==> src/rtl/regfile_pkg.sv <==
// regfile_pkg: shared register-file constants and the write-back request type
package regfile_pkg;
  localparam int XLEN = 32;
  localparam int REG_AW = 5;
  localparam int NREG = 32;
  localparam logic [REG_AW-1:0] REG_ZERO = 5'd0;
  typedef struct packed {
    logic [REG_AW-1:0] addr;
    logic [XLEN-1:0]   data;
  } wb_req_t;
endpackage

==> src/rtl/wb_rr_arbiter.sv <==
// wb_rr_arbiter: one-hot write-back grant; round-robin when WB_RR_ARB_EN is defined, else fixed priority
module wb_rr_arbiter #(
  parameter int NREQ = 2
) (
  input  logic            CLK,
  input  logic            RST_N,
  input  logic [NREQ-1:0] valid,
  input  logic            xfer,
  output logic [NREQ-1:0] grant
);
`ifdef WB_RR_ARB_EN
  localparam int PW = NREQ > 1 ? $clog2(NREQ) : 1;
  logic [PW-1:0]   ptr, ptr_nxt;
  logic [NREQ-1:0] masked;
  // requesters at or above the pointer get first pick, otherwise wrap to the lowest
  assign masked = valid & ({NREQ{1'b1}} << ptr);
  assign grant = |masked ? masked & (~masked + NREQ'(1)) : valid & (~valid + NREQ'(1));
  always_comb begin
    ptr_nxt = ptr;
    for (int i = 0; i < NREQ; i++)
      if (xfer && grant[i]) ptr_nxt = PW'((i + 1) % NREQ);
  end
  always_ff @(posedge CLK or negedge RST_N)
    if (!RST_N) ptr <= '0;
    else ptr <= ptr_nxt;
`else
  logic unused_rr;
  assign grant = valid & (~valid + NREQ'(1));
  assign unused_rr = ^{CLK, RST_N, xfer};
`endif
endmodule

==> src/rtl/regfile_wb_ctrl.sv <==
// regfile_wb_ctrl: shares the register-file write port between requesters and tracks pending writes (WB_RR_ARB_EN selects round-robin)
module regfile_wb_ctrl
  import regfile_pkg::*;
#(
  parameter int NREQ = 2,
  parameter int XLEN = regfile_pkg::XLEN
) (
  input  logic                   CLK,
  input  logic                   RST_N,
  input  logic [NREQ-1:0]        REQ_VALID,
  input  logic [REG_AW*NREQ-1:0] REQ_ADDR,
  input  logic [XLEN*NREQ-1:0]   REQ_DATA,
  output logic [NREQ-1:0]        REQ_READY,
  output logic [REG_AW-1:0]      RF_A3,
  output logic [XLEN-1:0]        RF_WD3,
  output logic                   RF_WE,
  input  logic                   ISSUE_VALID,
  input  logic [REG_AW-1:0]      ISSUE_RD,
  output logic                   ISSUE_READY,
  input  logic [REG_AW-1:0]      Q1_ADDR,
  input  logic [REG_AW-1:0]      Q2_ADDR,
  output logic                   BUSY1,
  output logic                   BUSY2
);
  logic [NREQ-1:0]   grant;
  logic              xfer;
  logic [REG_AW-1:0] sel_addr;
  logic [XLEN-1:0]   sel_data;
  logic [NREG-1:0]   busy, clr, set;
  wb_rr_arbiter #(.NREQ(NREQ)) u_arb (
    .CLK   (CLK),
    .RST_N (RST_N),
    .valid (REQ_VALID),
    .xfer  (xfer),
    .grant (grant)
  );
  assign REQ_READY = RST_N ? grant : '0;
  assign xfer = |(REQ_VALID & REQ_READY);
  always_comb begin
    sel_addr = REG_ZERO;
    sel_data = '0;
    for (int i = 0; i < NREQ; i++)
      if (grant[i]) begin
        sel_addr = REQ_ADDR[REG_AW*i +: REG_AW];
        sel_data = REQ_DATA[XLEN*i +: XLEN];
      end
  end
  // x0 writes are accepted but never reach the register file
  always_ff @(posedge CLK or negedge RST_N)
    if (!RST_N) begin
      RF_WE  <= 1'b0;
      RF_A3  <= REG_ZERO;
      RF_WD3 <= '0;
    end else begin
      RF_WE <= xfer && sel_addr != REG_ZERO;
      if (xfer) begin
        RF_A3  <= sel_addr;
        RF_WD3 <= sel_data;
      end
    end
  assign clr = RF_WE ? NREG'(1) << RF_A3 : '0;
  assign set = ISSUE_VALID && ISSUE_READY && ISSUE_RD != REG_ZERO ? NREG'(1) << ISSUE_RD : '0;
  assign ISSUE_READY = !busy[ISSUE_RD] || clr[ISSUE_RD];
  // set after clear so a newly issued producer wins over the retiring one
  always_ff @(posedge CLK or negedge RST_N)
    if (!RST_N) busy <= '0;
    else busy <= ((busy & ~clr) | set) & ~NREG'(1);
  assign BUSY1 = busy[Q1_ADDR];
  assign BUSY2 = busy[Q2_ADDR];
  spurious_wb: assert property (@(posedge CLK) disable iff (!RST_N) RF_WE |-> busy[RF_A3])
    else $warning("write-back to non-busy register x%0d", RF_A3);
endmodule

==> config.mk <==
export PLATFORM = sky130hd
export DESIGN_NAME = regfile_wb_ctrl
export DESIGN_NICKNAME = d
export VERILOG_FILES = /design/src/rtl/regfile_pkg.sv /design/src/rtl/wb_rr_arbiter.sv /design/src/rtl/regfile_wb_ctrl.sv
export SDC_FILE = /design/constraint.sdc
export NUM_CORES = 1
export LEC_CHECK = 0
export ABC_CLOCK_PERIOD_IN_PS = 2300
export BUFFER_PORTS_ARGS = -buffer_cell sky130_fd_sc_hd__buf_2
export CORE_MARGIN = 2
export CORE_UTILIZATION = 52
export CTS_BUF_LIST = sky130_fd_sc_hd__clkbuf_4 sky130_fd_sc_hd__clkbuf_8
export DETAILED_ROUTE_END_ITERATION = 6
export MAX_ROUTING_LAYER = met4
export PLACE_DENSITY = 0.85
export SETUP_SLACK_MARGIN = 0.3
export SKIP_LAST_GASP = 1
export SYNTH_ARGS = -nofsm -noshare
export SYNTH_HDL_FRONTEND = slang
export SYNTH_SLANG_ARGS = --single-unit
==> constraint.sdc <==
create_clock -name CLK -period 2.3 [get_ports CLK]
set_input_delay 0.23 -clock CLK [delete_from_list [all_inputs] [get_ports CLK]]
set_output_delay 0.23 -clock CLK [all_outputs]
set_load 0.02 [all_outputs]
==> reports/results.tsv <==
metric	value	unit
hold_class	input pin to async pin	
worst_pin_slew	0.690	ns
area_delta_synth_final	27.4	%
ir_drop	441	uV
grt_util_all_layers	0.332	
htreeDepth	3	
num_rows	31	
via_count	4146	
maxCapViolCount	0	
violations	hold timing, setup timing	
root_buffer	clkbuf_8	
crit_fanout	3	
grt.busiest_layer	met2	
grt.met3_usage	0.0651	
grt_max_degree	57	
grt_util_met2	0.529	
fmax	0.414	GHz
layout_min_cycle_time	2.41	ns
final_cell_mix	buf_2, o22ai_1, dfrtp_1	
gp_congestion	1.00	
dieWidth	90.8	um
tritoncts	yes	
syn_inst	389	
slew_headroom	0.539	
final_common_cell	buf_2	
avgRoutedWirePerCell	20.9	um
whs	-0.00387	ns
first_global_vias	4109	
clk_transition_reported_paths	0.09	ns
drt_wl_total	13100	um
overflow	0	
setup.worst_path.class	flop to primary output	
setup-violations-final	2	
finalInstanceArea	4990	sq um
ff2ff_setup_slack	0.37	ns
cts.sinks	69	
finClkSkew	0.0139	ns
drt_iter0_drc	396	
rsz0062_at_grt	yes	
synth_nets	483	
antenna_cells	0	
start_util	0.538	
ant_nets	0	
slew_viol_final	0	
core_area	7290	sq um
yosysWarnings	0	
outcome	finished, violations left	
via_per_inst	6.62	
antenna_found_initial	0	
grt_pass1_wl	20900	um
cp.arrival	2.18	ns
dp_hpwl	9060	um
num-fill-cells	576	
synth.distinct_cells	35	
worstPathRequired	2.07	ns
syn_area_per_cell	10.1	sq um
seq_area_frac_synth	0.440	
postCtsHoldBufs	0	
clockBufferDepth	2	
ys_seq_elements	69	
p_per_area	950	nW/um^2
cp-start-kind	flop	
layout.nets	616	
netlist_area	3920	sq um
fin_ws	-0.114	ns
boundaryPins	137	
use_met1	0.403	
post-route-period-util	1.05	
cts_buffers	9	
clk_latency	0.36	ns
die_h	90.8	um
post_route_cells_drive_above_1_share	0.410	
port_buffers	136	
die-area	8250	sq um
drc	0	
p_leak	2.07	nW
finalHoldViolCount	3	
endpoint_kind	primary output	
drt_first_pass_iters	5	
placedInstanceArea	4700	sq um
fin_total_pwr	0.00474	W
setup_tns	-0.211	ns
state kept, by name, indices dropped and copies added (netlist names):
register and flops:
RF_WD3 32, busy 31, RF_A3 5, RF_WE 1
logic make-up after synthesis:
| family | after synthesis | share of synthesized area |
|---|---|---|
| AO/OA/AOI/OAI | 192 | 0.285 |
| XOR/XNOR | 3 | 0.00670 |
| buffers and inverters | 39 | 0.0393 |
| flip-flops | 69 | 0.440 |
| multiplexers | 36 | 0.165 |
| AND/OR/NAND/NOR | 50 | 0.0635 |
worst max-delay path, cell delays in order, from the launching register on:
cell     delay [ns]
dfrtp_1        0.44
mux4_2         0.49
mux4_2         0.48
mux2_4         0.29
buf_6          0.13
power breakdown:
group	switching, W	internal [W]	total (W)
clock	0.000510	0.000522	0.00103
combinational	0.000831	0.000897	0.00173
sequential	0.000414	0.00157	0.00198
what timing repair did:
item	4_1_cts	5_1_grt
pin swaps	1	3
setup endpoints to repair	11	16
resized for setup	11	3
buffers inserted	4	2
hold endpoints to repair	0	0
Yosys cell counts:
library cell	number	share of area
a2111o_1	1	0.0029
a21oi_1	44	0.056
a22oi_1	1	0.0019
a2bb2oi_1	1	0.0022
and2_1	1	0.0016
buf_1	7	0.0067
buf_2	3	0.0038
buf_4	1	0.0019
clkbuf_1	23	0.022
dfrtp_1	69	0.44
inv_1	5	0.0048
mux2_2	9	0.026
mux2i_1	5	0.013
mux4_2	22	0.13
nand2_1	17	0.016
nand2b_1	5	0.0080
nand3_1	4	0.0051
nand3b_1	1	0.0019
nand4_1	3	0.0048
nor2_1	7	0.0067
nor2b_1	5	0.0080
nor3_1	2	0.0026
nor3b_1	1	0.0019
nor4_1	1	0.0016
o21a_1	1	0.0019
o21ai_0	56	0.071
o21ai_1	1	0.0013
o21ai_2	8	0.018
o221ai_1	3	0.0067
o22ai_1	74	0.12
o31a_1	2	0.0045
or2_0	1	0.0016
or3_1	1	0.0016
or4_1	1	0.0019
xnor2_1	3	0.0067
layer usage:
metal	wire length [um]	share of wire	vias to the layer above
met3	1300	0.099	54
met4	569	0.043	0
li1	-	-	1794
met2	6480	0.49	281
met1	4760	0.36	2017
met5	0	0	-
through the flow:
step / cells / util / hold WS (ns) / setup slack [ns]
3_5_place_dp: 604 / 0.644 / 0.384 / 0.0442
6_report: 626 / 0.685 / -0.00387 / -0.114
3_3_place_gp: 604 / 0.644 / 0.378 / 0.102
2_1_floorplan: 389 / - / -0.0656 / 0.302
4_1_cts: 624 / 0.681 / 0.000211 / -0.0866
5_1_grt: 626 / 0.685 / 0.0412 / -0.127
worst paths after layout:
kind | end | startpoint | depth (start not counted)
min in group CLK | RF_WD3[4]$_DFFE_PN0P_ | REQ_DATA[4] | 3
max | BUSY1 | busy[7]$_DFF_PN0_ | 4
max reg2reg | busy[19]$_DFF_PN0_ | busy[19]$_DFF_PN0_ | 5
max in group asynchronous | busy[22]$_DFF_PN0_ | RST_N | 2
min | RF_WD3[11]$_DFFE_PN0P_ | RST_N | 2
min reg2reg | busy[16]$_DFF_PN0_ | busy[16]$_DFF_PN0_ | 2
area by class of cell:
cell class / count / area (sq um) / share of cell area
Multi-Input combinational cell: 281 / 2070 / 0.414
Sequential cell: 69 / 1730 / 0.346
Timing Repair Buffer: 156 / 852 / 0.171
Clock buffer: 10 / 131 / 0.0263
Tap cell: 99 / 124 / 0.0248
Clock inverter: 6 / 71.3 / 0.0143
Inverter: 5 / 18.8 / 0.00376
Power figures use the tool's default switching activity.
